## src/rtl/camera_pkg.sv

```systemverilog
// ---------------------------------------------------------------------------
// camera_pkg
// Shared types and constants for the camera capture front end.
//   cap_state_e : capture FSM states
//   pix_fmt_e   : camera pixel format selector (RGB565 / RGB444)
//   R_W/G_W/B_W : RGB332 field widths
//   RED_*/BLUE_*: colour classifier thresholds (used when the design is
//                 built with CAMERA_COLOR_STATS_EN defined)
//   to_rgb332   : truncating two-byte pixel to RGB332 conversion
// ---------------------------------------------------------------------------
package camera_pkg;

    typedef enum logic [1:0] {
        ST_WAIT_FRAME = 2'd0,
        ST_LINE_WAIT  = 2'd1,
        ST_BYTE0      = 2'd2,
        ST_BYTE1      = 2'd3
    } cap_state_e;

    typedef enum logic {
        FMT_RGB565 = 1'b0,
        FMT_RGB444 = 1'b1
    } pix_fmt_e;

    localparam int R_W   = 3;
    localparam int G_W   = 3;
    localparam int B_W   = 2;
    localparam int PIX_W = R_W + G_W + B_W;

    localparam logic [R_W-1:0] RED_R_MIN  = 3'd5;
    localparam logic [B_W-1:0] RED_B_MAX  = 2'd1;
    localparam logic [B_W-1:0] BLUE_B_MIN = 2'd2;
    localparam logic [R_W-1:0] BLUE_R_MAX = 3'd2;

    // Pixel word is {byte0, byte1}; conversion keeps the top bits of each
    // colour field (plain truncation).
    function automatic logic [PIX_W-1:0] to_rgb332(input pix_fmt_e fmt,
                                                   input logic [7:0] b0,
                                                   input logic [7:0] b1);
        logic [15:0]      p;
        logic [PIX_W-1:0] c;
        p = {b0, b1};
        if (fmt == FMT_RGB565)
            c = {p[15:13], p[10:8], p[4:3]};
        else
            c = {p[11:9], p[7:5], p[3:2]};
        return c;
    endfunction

    function automatic logic is_red(input logic [PIX_W-1:0] c);
        return (c[PIX_W-1 -: R_W] >= RED_R_MIN) && (c[B_W-1:0] <= RED_B_MAX);
    endfunction

    function automatic logic is_blue(input logic [PIX_W-1:0] c);
        return (c[B_W-1:0] >= BLUE_B_MIN) && (c[PIX_W-1 -: R_W] <= BLUE_R_MAX);
    endfunction

endpackage

```

## src/rtl/cam_sync.sv

```systemverilog
// ---------------------------------------------------------------------------
// cam_sync
// Brings the asynchronous camera pins into the system clock domain.
// PCLK/HREF/VSYNC and DATA share one SYNC_STAGES-deep chain so they stay
// aligned; edge pulses, the HREF level and DATA are registered once more so
// every output refers to the same sample.
// Ports:
//   i_clk, i_reset        system clock, synchronous active-high reset
//   i_pclk/i_href/i_vsync camera timing pins (asynchronous)
//   i_data[7:0]           camera data bus (asynchronous)
//   o_pclk_rise           PCLK rising edge pulse
//   o_href_rise/_fall     HREF edge pulses, o_href synced HREF level
//   o_vsync_rise/_fall    VSYNC edge pulses
//   o_data[7:0]           DATA aligned with the pulses above
// ---------------------------------------------------------------------------
module cam_sync #(
    parameter int SYNC_STAGES = 2
) (
    input  logic       i_clk,
    input  logic       i_reset,
    input  logic       i_pclk,
    input  logic       i_href,
    input  logic       i_vsync,
    input  logic [7:0] i_data,
    output logic       o_pclk_rise,
    output logic       o_href_rise,
    output logic       o_href_fall,
    output logic       o_href,
    output logic       o_vsync_rise,
    output logic       o_vsync_fall,
    output logic [7:0] o_data
);
    localparam int SW = 11;   // {vsync, href, pclk, data[7:0]}

    logic [SW-1:0] r_sync [SYNC_STAGES];
    logic [SW-1:0] w_last;
    logic [2:0]    r_prev;    // {vsync, href, pclk} of the previous sample

    generate
        for (genvar gi = 0; gi < SYNC_STAGES; gi++) begin : g_stage
            if (gi == 0) begin : g_first
                always_ff @(posedge i_clk) begin
                    if (i_reset) r_sync[gi] <= '0;
                    else         r_sync[gi] <= {i_vsync, i_href, i_pclk, i_data};
                end
            end else begin : g_next
                always_ff @(posedge i_clk) begin
                    if (i_reset) r_sync[gi] <= '0;
                    else         r_sync[gi] <= r_sync[gi-1];
                end
            end
        end
    endgenerate

    assign w_last = r_sync[SYNC_STAGES-1];

    always_ff @(posedge i_clk) begin
        if (i_reset) begin
            r_prev       <= '0;
            o_pclk_rise  <= 1'b0;
            o_href_rise  <= 1'b0;
            o_href_fall  <= 1'b0;
            o_href       <= 1'b0;
            o_vsync_rise <= 1'b0;
            o_vsync_fall <= 1'b0;
            o_data       <= '0;
        end else begin
            r_prev       <= w_last[10:8];
            o_pclk_rise  <=  w_last[8] & ~r_prev[0];
            o_href_rise  <=  w_last[9] & ~r_prev[1];
            o_href_fall  <= ~w_last[9] &  r_prev[1];
            o_href       <=  w_last[9];
            o_vsync_rise <=  w_last[10] & ~r_prev[2];
            o_vsync_fall <= ~w_last[10] &  r_prev[2];
            o_data       <=  w_last[7:0];
        end
    end

endmodule

```

## src/rtl/camera_capture.sv

```systemverilog
// ---------------------------------------------------------------------------
// camera_capture
// OV7670-style capture front end: assembles two-byte pixels (RGB565 or
// RGB444, chosen per frame) from the synchronised camera bus and emits RGB332
// pixels with frame-buffer coordinates and a one-cycle write strobe.
// Optional feature macro: CAMERA_COLOR_STATS_EN adds a red/blue pixel
// classifier whose per-frame counts appear on o_red_cnt/o_blue_cnt; without
// it those ports are tied to zero.
// Ports:
//   i_clk, i_reset          system clock (>= 4x PCLK), sync active-high reset
//   i_data, i_pclk, i_href, i_vsync  camera pins (asynchronous)
//   i_fmt                   0 = RGB565, 1 = RGB444, sampled at frame start
//   o_pixel_color           RGB332 pixel
//   o_x, o_y                coordinates of o_pixel_color
//   o_w_en                  one-cycle write strobe
//   o_frame_done            one-cycle end-of-frame pulse
//   o_red_cnt, o_blue_cnt   previous frame's colour counts
// ---------------------------------------------------------------------------
module camera_capture
    import camera_pkg::*;
#(
    parameter int IMG_W       = 176,
    parameter int IMG_H       = 144,
    parameter int SYNC_STAGES = 2,
    parameter int XW          = $clog2(IMG_W),
    parameter int YW          = $clog2(IMG_H),
    parameter int CNT_W       = $clog2(IMG_W*IMG_H+1)
) (
    input  logic             i_clk,
    input  logic             i_reset,
    input  logic [7:0]       i_data,
    input  logic             i_pclk,
    input  logic             i_href,
    input  logic             i_vsync,
    input  logic             i_fmt,
    output logic [7:0]       o_pixel_color,
    output logic [XW-1:0]    o_x,
    output logic [YW-1:0]    o_y,
    output logic             o_w_en,
    output logic             o_frame_done,
    output logic [CNT_W-1:0] o_red_cnt,
    output logic [CNT_W-1:0] o_blue_cnt
);
    // Internal counters need one extra code so they can saturate at IMG_W/IMG_H.
    localparam int CXW = $clog2(IMG_W+1);
    localparam int CYW = $clog2(IMG_H+1);
    localparam logic [CXW-1:0] COL_LIM = CXW'(IMG_W);
    localparam logic [CYW-1:0] ROW_LIM = CYW'(IMG_H);

    logic       w_pclk_rise, w_href_rise, w_href_fall, w_href;
    logic       w_vsync_rise, w_vsync_fall;
    logic [7:0] w_data;

    cam_sync #(.SYNC_STAGES(SYNC_STAGES)) u_sync (
        .i_clk        (i_clk),
        .i_reset      (i_reset),
        .i_pclk       (i_pclk),
        .i_href       (i_href),
        .i_vsync      (i_vsync),
        .i_data       (i_data),
        .o_pclk_rise  (w_pclk_rise),
        .o_href_rise  (w_href_rise),
        .o_href_fall  (w_href_fall),
        .o_href       (w_href),
        .o_vsync_rise (w_vsync_rise),
        .o_vsync_fall (w_vsync_fall),
        .o_data       (w_data)
    );

    cap_state_e     r_state;
    pix_fmt_e       r_fmt;
    logic [7:0]     r_temp;
    logic [CXW-1:0] r_col;
    logic [CYW-1:0] r_row;

    logic       w_byte, w_pixel, w_write, w_frame_end, w_line_used;
    logic [7:0] w_rgb;

    always_comb begin
        // A PCLK edge seen together with the HREF fall still belongs to the line.
        w_byte      = w_pclk_rise && (w_href || w_href_fall);
        w_frame_end = (r_state != ST_WAIT_FRAME) && w_vsync_rise;
        w_pixel     = (r_state == ST_BYTE1) && w_byte && !w_vsync_rise;
        w_write     = w_pixel && (r_col < COL_LIM) && (r_row < ROW_LIM);
        w_rgb       = to_rgb332(r_fmt, r_temp, w_data);
        w_line_used = (r_col != '0) || w_pixel;
    end

    always_ff @(posedge i_clk) begin
        if (i_reset) begin
            r_state       <= ST_WAIT_FRAME;
            r_fmt         <= FMT_RGB565;
            r_temp        <= '0;
            r_col         <= '0;
            r_row         <= '0;
            o_pixel_color <= '0;
            o_x           <= '0;
            o_y           <= '0;
            o_w_en        <= 1'b0;
            o_frame_done  <= 1'b0;
        end else begin
            o_w_en       <= w_write;
            o_frame_done <= w_frame_end;
            case (r_state)
                ST_WAIT_FRAME: begin
                    if (w_vsync_fall) begin
                        r_fmt   <= pix_fmt_e'(i_fmt);
                        r_col   <= '0;
                        r_row   <= '0;
                        r_state <= ST_LINE_WAIT;
                    end
                end
                ST_LINE_WAIT: begin
                    if (w_frame_end) begin
                        r_state <= ST_WAIT_FRAME;
                    end else if (w_href_rise) begin
                        r_col   <= '0;
                        r_state <= ST_BYTE0;
                    end
                end
                default: begin
                    if (w_frame_end) begin
                        r_state <= ST_WAIT_FRAME;
                    end else begin
                        if (w_write) begin
                            o_pixel_color <= w_rgb;
                            o_x           <= r_col[XW-1:0];
                            o_y           <= r_row[YW-1:0];
                        end
                        if (w_pixel && (r_col < COL_LIM))
                            r_col <= r_col + CXW'(1);
                        if ((r_state == ST_BYTE0) && w_byte)
                            r_temp <= w_data;
                        // Line end wins over byte toggling; a held odd byte is dropped.
                        if (w_href_fall) begin
                            r_state <= ST_LINE_WAIT;
                            if (w_line_used && (r_row < ROW_LIM))
                                r_row <= r_row + CYW'(1);
                        end else if (w_byte) begin
                            r_state <= (r_state == ST_BYTE0) ? ST_BYTE1 : ST_BYTE0;
                        end
                    end
                end
            endcase
        end
    end

`ifdef CAMERA_COLOR_STATS_EN
    logic [CNT_W-1:0] r_red_run, r_blue_run, r_red_cnt, r_blue_cnt;

    // Running counts are published and cleared on the same edge that
    // raises o_frame_done.
    always_ff @(posedge i_clk) begin
        if (i_reset) begin
            r_red_run  <= '0;
            r_blue_run <= '0;
            r_red_cnt  <= '0;
            r_blue_cnt <= '0;
        end else if (w_frame_end) begin
            r_red_cnt  <= r_red_run;
            r_blue_cnt <= r_blue_run;
            r_red_run  <= '0;
            r_blue_run <= '0;
        end else if (w_write) begin
            if (is_red(w_rgb))  r_red_run  <= r_red_run + CNT_W'(1);
            if (is_blue(w_rgb)) r_blue_run <= r_blue_run + CNT_W'(1);
        end
    end

    assign o_red_cnt  = r_red_cnt;
    assign o_blue_cnt = r_blue_cnt;
`else
    assign o_red_cnt  = '0;
    assign o_blue_cnt = '0;
`endif

endmodule
```

## config.mk

```make
export PLATFORM = sky130hd
export DESIGN_NAME = camera_capture
export DESIGN_NICKNAME = d
export VERILOG_FILES = /design/src/rtl/camera_pkg.sv /design/src/rtl/cam_sync.sv /design/src/rtl/camera_capture.sv
export SDC_FILE = /design/constraint.sdc
export NUM_CORES = 1
export LEC_CHECK = 0
export ABC_AREA = 1
export CAP_MARGIN = 20
export CORE_MARGIN = 8
export CORE_UTILIZATION = 50
export DETAILED_ROUTE_END_ITERATION = 6
export GPL_TIMING_DRIVEN = 0
export PLACE_DENSITY = 0.77
export SYNTH_ARGS = -nofsm -noshare
export SYNTH_HDL_FRONTEND = slang
export SYNTH_SLANG_ARGS = --single-unit
```

## constraint.sdc

```tcl
create_clock -name i_clk -period 4.6 [get_ports i_clk]
set_clock_uncertainty 0.15 [all_clocks]
set_input_delay 1.15 -clock i_clk [delete_from_list [all_inputs] [get_ports i_clk]]
set_output_delay 1.15 -clock i_clk [all_outputs]
set_load 0.02 [all_outputs]
```

==> metrics.yaml <==
global_routing:
  wire_length_of_the_first_global_routing_pass_mm: 13.2
  globalRoute.totalOverflow: 0
  top_usage_layer: "met2"
  gr-usage-met1: 0.184
  groute.layer.met3.usage: 0.0455
  antenna_violations_before_repair: 0
  grt_use_total: 0.157
  use_met2: 0.267
  grt_pass1_vias: 3002
  largest_net_degree_at_the_start_of_global_routing: 16
place:
  placed_cells_incl_taps: 679
  hpwl_mm: 5.93
  numPortBuffers: 38
  gp_congestion: 0.863
clock_network:
  maximum_clock_path_buffer_count: 2
  insertion_delay_ns: 0.36
  post_cts_sizing_count: 0
  cts.repair_timing.setup_buffer_count: 0
  cts_hold_buf: 0
  numClockSinks: 90
  tritoncts_clock_tree: "built"
  clockRootBuffer: "sky130_fd_sc_hd__clkbuf_8"
  number_of_buffers_created_by_cts: 9
  htreeDepth: 3
  clkTransAtPathRegs_ns: 0.08
logic_synthesis:
  syn-instance-count: 510
  ys_ff_latch: 90
  mean_area_per_synthesized_cell_sq_um: 7.48
  synth.top_cells.by_area: "sky130_fd_sc_hd__dfxtp_1 (47%), sky130_fd_sc_hd__nand2_1 (8.5%), sky130_fd_sc_hd__nor2_1 (6.7%), sky130_fd_sc_hd__a21oi_1 (6.6%), sky130_fd_sc_hd__buf_4 (6.1%)"
  synth_commonest_cells: "sky130_fd_sc_hd__dfxtp_1 (90), sky130_fd_sc_hd__nand2_1 (86), sky130_fd_sc_hd__nor2_1 (68)"
  synth-seq-area-share: 0.472
  synth_top_flop_cell: "sky130_fd_sc_hd__dfxtp_1"
  synth.lib_cells_used.distinct: 33
  yosysTopAreaCellShare: 0.472
  post-synth-top-area-cell: "sky130_fd_sc_hd__dfxtp_1"
  ys_async_sr_fraction: 0
  yosysMostFrequentCell: "sky130_fd_sc_hd__dfxtp_1"
  synthesis.yosys.warnings: 0
  synth_edf_count: 0
  post_synth_instance_area_sq_mm: 0.00381
sta:
  final.hold.worst_slack_ns: 0.241
  timing.final.setup_violations: 0
  maxClockFrequency_mhz: 377
  worst_pin_slew_ns: 0.594
  worst_slew_margin_relative_to_its_limit: 0.604
  unrepaired_setup_endpoints_after_global_routing: "false"
  final-hold-violation-count: 0
  fin_setup_tns_ns: 0
  slew_violations: 0
  timing.final.crit_period_ns: 2.65
  fin_crit_sh: 0.577
routing:
  routed_wl_mm: 7.99
  detail_route.vias_per_cell: 4.70
  drc: 0
  first_pass_iters: 4
  drt-initial-drc-count: 149
  ant_nets: 0
  routed_len_inst_um: 11.5
  detailroute.via_count: 3269
die:
  fp-row-count: 32
  fp.coreArea_sq_mm: 0.00757
  die_x_extent_um: 103
  io_pins: 70
  fp.dieArea_sq_mm: 0.0107
  initial_utilization: 0.504
  die-height_um: 103
setup_path:
  setup.worst_path.start: "o_x[0]"
  logic_depth_of_the_worst_path_buffers_included: 1
  timing.critical_path.buf_inv: 1
  setup.worst_path.start_class: "flop"
  arrival_time_reported_for_the_critical_path_endpoint_ns: 1.35
  destination_of_the_worst_register_to_register_timing_path: "r_row[4]"
  critPathRequiredTime_ns: 3.30
  timing.critical_path.cells: "clkdlybuf4s50_1"
  cpMaxStageDelayCell: "sky130_fd_sc_hd__clkdlybuf4s50_1"
  r2r-start: "r_state[1]"
  kind_of_cell_adding_the_most_delay_to_the_critical_path: "buffers and inverters"
  cpPeakStageDelay_ns: 0.62
  number_of_cells_on_the_worst_reg_to_reg_path: 8
  critical_path.endpoint_type: "primary output"
  critical_path_class: "flop to primary output"
  worst-r2r-setup-slack_ns: 2.79
  crit_fanout: 2
hold_path:
  hold_class: "flop to flop"
  worst_min_delay_path_startpoint: "u_sync.r_prev[0]"
  min_delay_worst_endpoint: "u_sync.o_pclk_rise"
  hold-path-cell-count: 1
finish:
  area.growth.synth_to_final_pct: 21.5
  antenna_cells_inserted: 0
  finalCoreUtilization: 0.612
  stdcell_count: 695
  filler_cell_count: 676
  fraction_of_layout_instances_using_a_drive_strength_above_1: 0.126
  nets: 605
power:
  p_leak_nw: 1.85
  power_per_unit_of_standard_cell_area_mw_per_mm2: 341
  power_mw: 1.58
  power.ir.vdd_worst_v: 0.000219
flow_run:
  maxCapViolations: 0
outcome:
  outcome: "finished clean"
## state kept, by name, summed over array words and instances (netlist names)
register / cells
r_col: 8
r_temp: 7
u_sync.o_pclk_rise: 1
u_sync.o_vsync_fall: 1
o_pixel_color: 8
r_row: 8
u_sync.o_href_fall: 1
r_state: 2
o_frame_done: 1
r_fmt: 1
u_sync.r_prev: 3
o_y: 8
u_sync.o_href_rise: 1
u_sync.o_data: 8
u_sync.o_vsync_rise: 1
u_sync.r_sync: 22
o_w_en: 1
o_x: 8
## worst max-delay path by stage
stage | endpoint | slack, ns
floorplan | u_sync.r_sync[0][0] | 2.35
global placement | u_sync.o_vsync_fall | 1.99
detailed placement | u_sync.r_sync[1][4] | 1.99
CTS | o_x[0] | 1.94
global route | o_x[0] | 1.91
finish | o_x[0] | 1.95
## routing by layer
layer	wire, um	up-vias	share of wire
met3	630	10	0.079
met2	3830	113	0.48
met4	93	0	0.012
met1	3440	1464	0.43
li1	-	1682	-
met5	0	-	0
## cells by family after synthesis
logic type | count (synthesis) | synth area share
adder cells (fa/ha/maj) | 3 | 0.00984
buffers and inverters | 119 | 0.154
XOR/XNOR | 3 | 0.00689
other | 1 | 0.000983
multiplexers | 1 | 0.00295
AO/OA/AOI/OAI | 70 | 0.0945
flip-flops | 90 | 0.472
AND/OR/NAND/NOR | 223 | 0.259
## cell type report
cell class / instances / area, sq um / area share
clock inverters: 5 / 61.3 / 0.0132
inverters: 67 / 254 / 0.0548
well taps: 102 / 128 / 0.0275
multi-input cells: 330 / 1540 / 0.331
repair buffers: 38 / 380 / 0.0821
flip-flops and latches: 90 / 1800 / 0.389
plain buffers: 52 / 333 / 0.0718
clock buffers: 11 / 141 / 0.0305
## per-stage QoR
step,cell area [sq um],setup slack (ns)
after floorplan,3920,2.35
after global routing,4630,1.91
after global placement,4430,1.99
after CTS,4630,1.94
after detailed placement,4430,1.99
final,4630,1.95
## power by group
| part | total (mW) | switching (mW) | internal [mW] |
|---|---|---|---|
| Clock | 0.543 | 0.275 | 0.268 |
| Combinational | 0.224 | 0.154 | 0.0700 |
| Sequential | 0.812 | 0.0137 | 0.798 |
## layout by cell type (no fill, tap or decap), types with 2 or more instances in the layout
cell type	synthesis	layout
sky130_fd_sc_hd__dfxtp_1	90	90
sky130_fd_sc_hd__o21ai_0	16	16
sky130_fd_sc_hd__conb_1	1	30
sky130_fd_sc_hd__clkdlybuf4s50_1	0	38
sky130_fd_sc_hd__nor2_2	4	4
sky130_fd_sc_hd__inv_1	61	61
sky130_fd_sc_hd__inv_2	5	5
sky130_fd_sc_hd__ha_1	3	3
sky130_fd_sc_hd__clkbuf_8	0	10
sky130_fd_sc_hd__nand4_1	7	7
sky130_fd_sc_hd__xnor2_1	2	2
sky130_fd_sc_hd__buf_4	31	31
sky130_fd_sc_hd__nand2_1	86	86
sky130_fd_sc_hd__nand2_2	5	5
sky130_fd_sc_hd__nor3_1	4	4
sky130_fd_sc_hd__a21oi_1	50	50
sky130_fd_sc_hd__nor2_1	68	68
sky130_fd_sc_hd__clkinvlp_4	0	3
sky130_fd_sc_hd__clkbuf_1	13	14
sky130_fd_sc_hd__buf_2	5	5
sky130_fd_sc_hd__nand3_1	43	43
sky130_fd_sc_hd__buf_6	2	2
(Power assumes the default switching activity.)
